===== src/rtl/channel_allocator_if.sv =====
// Request/grant bundle between the route-compute requesters and the channel allocator.
interface channel_allocator_if #(
    parameter int unsigned N    = 10,
    parameter int unsigned SELW = 4
);
    logic [N*N-1:0]    req_flat;
    logic [N*N-1:0]    gnt_flat;
    logic [N*SELW-1:0] sel_flat;
    logic [N-1:0]      busy;

    modport master (output req_flat, input gnt_flat, input sel_flat, input busy);
    modport slave  (input req_flat, output gnt_flat, output sel_flat, output busy);
endinterface


===== src/rtl/channel_allocator.sv =====
// Per-channel round-robin allocator with wormhole locking: a channel stays with
// its owner until the owner's request moves away, then passes on without a bubble.
module channel_allocator #(
    parameter int unsigned N    = 10,
    parameter int unsigned SELW = 4
) (
    input  logic                clk,
    input  logic                rst,
    channel_allocator_if.slave  bus
);

    typedef enum logic {
        ST_IDLE  = 1'b0,
        ST_OWNED = 1'b1
    } chan_state_e;

    chan_state_e      state_q [N];
    chan_state_e      state_d [N];
    logic [SELW-1:0]  owner_q [N];
    logic [SELW-1:0]  owner_d [N];
    logic [SELW-1:0]  ptr_q   [N];
    logic [SELW-1:0]  ptr_d   [N];
    logic [N*N-1:0]   gnt_q;
    logic [N*N-1:0]   gnt_d;

    logic [N-1:0]     eff_req  [N];
    logic [N-1:0]     chan_req [N];

    // Keep only each requester's lowest channel bit, then transpose to per-channel views.
    always_comb begin
        for (int r = 0; r < int'(N); r++) begin
            eff_req[r] = bus.req_flat[r*N +: N] & (~bus.req_flat[r*N +: N] + N'(1));
        end
        for (int c = 0; c < int'(N); c++) begin
            chan_req[c] = '0;
            for (int r = 0; r < int'(N); r++) begin
                chan_req[c][r] = eff_req[r][c];
            end
        end
    end

    // Per-channel hold/release decision and rotating-priority search from ptr.
    always_comb begin : p_next
        logic            found;
        int              idx;
        logic [SELW-1:0] idx_s;
        found = 1'b0;
        idx   = 0;
        idx_s = '0;
        for (int c = 0; c < int'(N); c++) begin
            state_d[c] = state_q[c];
            owner_d[c] = owner_q[c];
            ptr_d[c]   = ptr_q[c];
            if (state_q[c] == ST_IDLE || !chan_req[c][owner_q[c]]) begin
                // A releasing owner no longer requests c, so it drops out of the search.
                state_d[c] = ST_IDLE;
                found      = 1'b0;
                for (int k = 0; k < int'(N); k++) begin
                    idx = int'(ptr_q[c]) + k;
                    if (idx >= int'(N)) begin
                        idx = idx - int'(N);
                    end
                    idx_s = SELW'(idx);
                    if (!found && chan_req[c][idx_s]) begin
                        found      = 1'b1;
                        state_d[c] = ST_OWNED;
                        owner_d[c] = idx_s;
                        ptr_d[c]   = (idx == int'(N) - 1) ? '0 : SELW'(idx + 1);
                    end
                end
            end
        end
        gnt_d = '0;
        for (int r = 0; r < int'(N); r++) begin
            for (int c = 0; c < int'(N); c++) begin
                gnt_d[r*N + c] = (state_d[c] == ST_OWNED) && (owner_d[c] == SELW'(r));
            end
        end
    end

    // State, owner, pointer and grant registers.
    always_ff @(posedge clk or posedge rst) begin
        if (rst) begin
            for (int c = 0; c < int'(N); c++) begin
                state_q[c] <= ST_IDLE;
                owner_q[c] <= '0;
                ptr_q[c]   <= '0;
            end
            gnt_q <= '0;
        end else begin
            for (int c = 0; c < int'(N); c++) begin
                state_q[c] <= state_d[c];
                owner_q[c] <= owner_d[c];
                ptr_q[c]   <= ptr_d[c];
            end
            gnt_q <= gnt_d;
        end
    end

    // Drive the bus from registered state; select holds the last owner while idle.
    always_comb begin
        bus.gnt_flat = gnt_q;
        bus.sel_flat = '0;
        bus.busy     = '0;
        for (int c = 0; c < int'(N); c++) begin
            bus.sel_flat[c*SELW +: SELW] = owner_q[c];
            bus.busy[c]                  = (state_q[c] == ST_OWNED);
        end
    end

endmodule


===== src/flat_wrapper.sv =====
// flat-port wrapper written by rule: the top's interface ports become plain ports
module channel_allocator_flat 
#(
    parameter int unsigned N    = 10,
    parameter int unsigned SELW = 4
)
  (clk, rst, bus_req_flat, bus_gnt_flat, bus_sel_flat, bus_busy);
  channel_allocator_if #(.N(N), .SELW(SELW)) bus_i ();
  input  logic clk;
  input  logic rst;
  input wire logic [$bits(bus_i.req_flat)-1:0] bus_req_flat;
  output wire logic [$bits(bus_i.gnt_flat)-1:0] bus_gnt_flat;
  output wire logic [$bits(bus_i.sel_flat)-1:0] bus_sel_flat;
  output wire logic [$bits(bus_i.busy)-1:0] bus_busy;
  assign bus_i.req_flat = bus_req_flat;
  assign bus_gnt_flat = bus_i.gnt_flat;
  assign bus_sel_flat = bus_i.sel_flat;
  assign bus_busy = bus_i.busy;
  channel_allocator #(.N(N), .SELW(SELW)) u_core (.clk(clk), .rst(rst), .bus(bus_i));
endmodule

===== config.mk =====
export PLATFORM = sky130hd
export DESIGN_NAME = channel_allocator_flat
export DESIGN_NICKNAME = d
export VERILOG_FILES = /design/src/rtl/channel_allocator_if.sv /design/src/rtl/channel_allocator.sv /design/src/flat_wrapper.sv
export SDC_FILE = /design/constraint.sdc
export NUM_CORES = 2
export LEC_CHECK = 0
export ABC_CLOCK_PERIOD_IN_PS = 14410
export CELL_PAD_IN_SITES_DETAIL_PLACEMENT = 0
export CELL_PAD_IN_SITES_GLOBAL_PLACEMENT = 2
export CORE_ASPECT_RATIO = 1.4
export CORE_UTILIZATION = 40
export CTS_CLUSTER_SIZE = 14
export DETAILED_ROUTE_END_ITERATION = 8
export PLACE_DENSITY = 0.95
export RECOVER_POWER = 25
export SETUP_SLACK_MARGIN = 0.02
export SYNTH_ARGS = -nofsm -noshare
export SYNTH_HDL_FRONTEND = slang
export SYNTH_SLANG_ARGS = --single-unit

===== constraint.sdc =====
create_clock -name clk -period 14.41 [get_ports clk]
set_input_delay 2.882 -clock clk [delete_from_list [all_inputs] [get_ports clk]]
set_output_delay 2.882 -clock clk [all_outputs]
set_load 0.05 [all_outputs]

[Word level (Yosys, flattened, before mapping)]
Index checks and enable logic that the tools add are counted.
Storage, ports and cells
  flip-flop bits (word level): 190
  bits of input ports: 102
  output and inout bits: 150
  logic and storage cells: 2101
Cells by class
  multiplexer cells: 1010
  reductions and logical operators: 330
  add/sub/neg operators: 300
  bitwise gates (word level): 30
  equality and inequality tests: 190
  magnitude comparators: 210
Operator list (number)
  $mux 32: 200
  $eq 32x5->1 const B: 100
  $ge 32x5->1 const B: 90
  $sub 32x5->32 const B: 90
  $mux 4: 310
  $lt 4x5->1 const B: 110
  $bmux 1 s4: 110
  $add 4x2->4 const B: 100
  $mux 1: 390
  $add 4x3->5 const B: 40
  $logic_and 1x1->1: 190
  $eq 4x3->1 const B: 40
  $add 10x1->10 const B: 10
  $add 4x2->5 const B: 20
  $add 4x4->5 const B: 20
  $and 10x10->10: 10
  $logic_not 1->1: 100
  $not 10->10: 10
  $reduce_bool 10->1: 10
  $eq 4x2->1 const B: 20
  $eq 4x4->1 const B: 20
  $add 4x1->5 const B: 10
  $sub 4x4->5 const B: 10
  $eq 4x1->1 const B: 10
  5 further kinds: 50

[Longest topological paths before layout]
  depth after elaboration: 50
  depth in mapped cells: 26
  depth with buffers taken out: 20

[Worst setup path before layout]
OpenSTA, ideal clock, no wires.
  path type: input port to flip-flop
  start: input bus_req_flat[80]
  end: register u_core.ptr_q[11] (netlist name)
  setup time: 0.125 ns
  cell stages on the path: 15
  data required time: 14.285 ns
  slack: 8.057 ns
  data arrival time: 6.228 ns
  path buffers: 3
  cells stage by stage: buf_6 > or4_4 > nor4_4 > mux2i_1 > o21a_1 > or4_4 > and2_4 > buf_6 > and4_4 > buf_6 > and3_4 > a22o_1 > nor4b_1 > o21ai_1 > mux2_2
On the way
  longest elaborated chain between the ends: 43
  elaborated cells between the ends (all ways): 74
  classes of those cells: add/sub: 1; mux: 49; bitwise: 2; reduce/logical: 22
RTL lines
  from (decl): line flat_wrapper.sv:11  | input wire logic [$bits(bus_i.req_flat)-1:0] bus_req_flat;
  $not 10->10 (*): line channel_allocator.sv:32  | eff_req[r] = bus.req_flat[r*N +: N] & (~bus.req_flat[r*N +: N] + N'(1));
  $add 10x1->10 (*): line channel_allocator.sv:32
  $and 10x10->10 (*): line channel_allocator.sv:32
  $bmux 1 s4: line channel_allocator.sv:64  | if (!found && chan_req[c][idx_s]) begin
  $mux 1 (implied by the code): line channel_allocator.sv:64
  $mux 1: line channel_allocator.sv:64
  $mux 1: line channel_allocator.sv:54  | if (state_q[c] == ST_IDLE || !chan_req[c][owner_q[c]]) begin
  $logic_not 1->1: line channel_allocator.sv:64
  (+27 left out)
  $logic_not 1->1: line channel_allocator.sv:64
  $logic_and 1x1->1: line channel_allocator.sv:64
  $mux 1: line channel_allocator.sv:64
  $mux 1: line channel_allocator.sv:54
  $logic_not 1->1: line channel_allocator.sv:64
  $logic_and 1x1->1: line channel_allocator.sv:64
  $reduce_bool 10->1 (no source line)
  $reduce_and 2->1 (no source line)
  to (signal, indexed assignment): line channel_allocator.sv:94  | ptr_q[c] <= ptr_d[c];
  to (decl): line channel_allocator.sv:21  | logic [SELW-1:0] ptr_q [N];
Mark *: on every way between the ends. The rest lies on a longest branch, timed or not. The select of a mux whose other input is x is not followed.
A chain may end at the register's enable or synchronous reset.

==> impl_metrics.ini <==
[placed_design]
hpwl_um = 201000
place_congestion = 1.04
portBuffers = 251

[critical_path]
criticalPathCategory = in -> async
reg2reg_depth = 17
end_kind = async pin
r2r-end = u_core.bus.gnt_flat[56]
worstPathArrival_ns = 8.25
timing.rr.start = u_core.ptr_q[13]
path_max_fanout = 68
rrSetupSlack_ns = 7.34
cp_slowest_cell = clkbuf_1
cp_cell_sequence = dlygate4sd3_1 -> clkinvlp_2 -> clkbuf_1
slowest_delay_ns = 2.80
worst_ep_required_time_ns = 13.92
critPathLaunchType = input pin

[synthesis]
synthCells = 6977
synth_area_mm2 = 0.0513
yosysSeqAreaShare_pct = 9.27
async_flop_share_pct = 100
synth_edf_count = 0
avgSynthCellArea_um2 = 7.35
yosys_warnings = 0
ys.flop_type = dfrtp_1
synthDistinctLibCells = 143
synth-seq-cells = 190
syn_nets = 7587

[routing]
drt_pass1_iterations = 7
first_iter_violations = 5767
viasPerCell = 6.74
wire_per_inst_um = 28.4
drtAntennaViolNets = 0
wirelength_um = 247000
drc = 0
vias = 58800

[global_route]
grt_pass1_wl_um = 363000
grt_pass1_vias = 55700
grt_usage_pct = 36.8
antenna_found_initial = 14
grt_max_degree = 69
gr-total-overflow = 0

[sta]
tns_ns = 0
finalCritPeriodShare_pct = 60.6
setup_viol = 0
worst_pin_slew_ns = 3.87
drv_slew = 195
fin_skew_ns = 0.0180
max_freq_mhz = 114
rsz0062_at_grt = no
slew_headroom_pct = -158
period_needed_ns = 8.74
finalHoldViolCount = 0

[clocking]
insertion_delay_ns = 0.59
cts.sinks = 190
numCtsBuffers = 17
clk_path_buf_depth = 2
cts_tree = yes
cts_root_buffer = clkbuf_16
clkTransAtPathRegs_ns = 0.09
ctsHoldBuffers = 0
post_cts_buffers = 0
cts_max_level = 4
cts_resized = 0

[final_layout]
fillCellCount = 13100
final_nets = 7667
area_delta_synth_final_pct = 9.17
ff_latch_area_mm2 = 0.00477
drive_gt1_share_pct = 7.61
utilization_pct = 44.0
multi_input_area_mm2 = 0.0438

[min_path]
min_path_cells = 2
hp-class = reg -> reg
min_to = u_core.bus.sel_flat[10]
min_from = u_core.bus.sel_flat[10]

[floorplan]
die_area_mm2 = 0.130
coreArea_mm2 = 0.127
io_pins = 252
placementRows = 155
die_w_um = 305
initial_core_util_pct = 40.3
die_y_um = 426

[run]
drv_cap = 3

[outcome]
violations = max-capacitance violations, max-slew violations
status = finished with violations
metrics by stage:
| stage | hold WS (ns) | cells | worst slack [ns] | area, um2 |
|---|---|---|---|---|
| after floorplan | 0.792 | 6977 | 6.36 | 51300 |
| after global placement | 0.660 | 8686 | 5.74 | 55400 |
| after detailed placement | 0.654 | 8686 | 5.72 | 55400 |
| after CTS | 0.673 | 8718 | 6.30 | 56000 |
| final | 0.677 | 8726 | 5.67 | 56000 |
| after global routing | 0.697 | 8721 | 4.61 | 56000 |
cells in the final DEF (no fill, tap or decap), types with 35 or more instances in the layout:
cell type,instances
and2_1,81
mux2_2,57
nor4_1,73
o31ai_1,58
inv_1,351
o21ai_1,35
nand4_1,111
o211ai_1,124
o221ai_1,43
nor3b_1,61
xnor2_1,289
a21oi_1,382
buf_4,103
xor2_1,51
clkdlybuf4s50_1,250
o2111ai_1,41
ha_1,498
nand2_1,562
mux4_2,64
and3_1,87
o21a_1,60
a22oi_1,67
mux2i_1,163
a211oi_1,106
dfrtp_1,180
a31oi_1,123
a211o_1,47
nand3b_1,56
a21o_1,71
or2_2,56
nor3_1,256
o22ai_1,68
nor2_1,484
nor2b_1,89
or3_1,60
nand3_1,309
nand2b_1,107
o21ai_0,457
a21boi_0,44
synth_stat cells (61+ instances only):
library cell	count	area, um2
ha_1	498	6230
mux4_2	64	1440
nor4_1	76	475
xnor2_1	289	2530
inv_1	352	1320
a22oi_1	67	503
nand3_1	309	1550
buf_2	99	495
nand2_1	562	2110
nor3b_1	61	458
and3_1	87	544
clkbuf_1	162	608
nor2_1	484	1820
a21o_1	71	533
nand2b_1	107	669
and2_1	81	507
dfrtp_1	190	4750
a21oi_1	382	1910
a31oi_1	123	769
nor2b_1	89	557
o21ai_0	457	2290
o22ai_1	68	425
o211ai_1	124	931
nor3_1	256	1280
a211oi_1	106	796
nand4_1	111	694
mux2i_1	163	1630
layer usage:
layer	part of all wire, %	GRT usage [%]	vias up	routed length (um)
met1	38	42.5	28600	95200
met5	0.030	0	-	74
met3	6.2	5.09	685	15200
met4	7.8	25.5	12	19400
met2	47	62.8	2570	117000
li1	-	-	27000	-
registers in the layout (all words and copies together) (netlist names):
register	count
u_core.bus.gnt_flat	100
u_core.bus.sel_flat	40
u_core.bus.busy	10
u_core.ptr_q	40
worst max-delay path: cells and delay by family:
kind,cells,cell delay (ns)
buf+inv,3,5.23
layout make-up:
| type | instances | area share [%] |
|---|---|---|
| Clock buffer | 20 | 0.798 |
| Inverter | 392 | 2.63 |
| Timing Repair Buffer | 356 | 5.88 |
| Multi-Input combinational cell | 6100 | 78.2 |
| Clock inverter | 12 | 0.257 |
| Sequential cell | 190 | 8.51 |
| Antenna cell | 8 | 0.0357 |
| Tap cell | 1648 | 3.68 |
how the worst max path moves through the flow:
stage,slack [ns],endpoint,depth (start not counted),from
3_3_place_gp,5.74,u_core.bus.gnt_flat[43],13,bus_req_flat[70]
3_5_place_dp,5.72,u_core.bus.gnt_flat[43],13,bus_req_flat[60]
4_1_cts,6.30,u_core.bus.gnt_flat[28],13,bus_req_flat[20]
6_report,5.67,u_core.ptr_q[24],3,rst
2_1_floorplan,6.36,u_core.bus.busy[0],1,rst
5_1_grt,4.61,u_core.ptr_q[4],3,rst
cells by family (layout without fill, tap and decap cells):
kind of cell / Yosys count / count (layout) / share of synthesized area (%)
flip-flops: 190 / 190 / 9.27
adder cells (fa/ha/maj): 508 / 508 / 12.5
multiplexers: 288 / 288 / 7.36
buffers and inverters: 687 / 780 / 5.41
AO/OA/AOI/OAI: 2309 / 2309 / 31.8
AND/OR/NAND/NOR: 2644 / 2644 / 27.5
other: 0 / 8 / 0
XOR/XNOR: 351 / 351 / 6.15
Power is left out: the tool's default activity adds up to more than one toggle a clock period on the data nets, which glitch-free logic cannot reach.
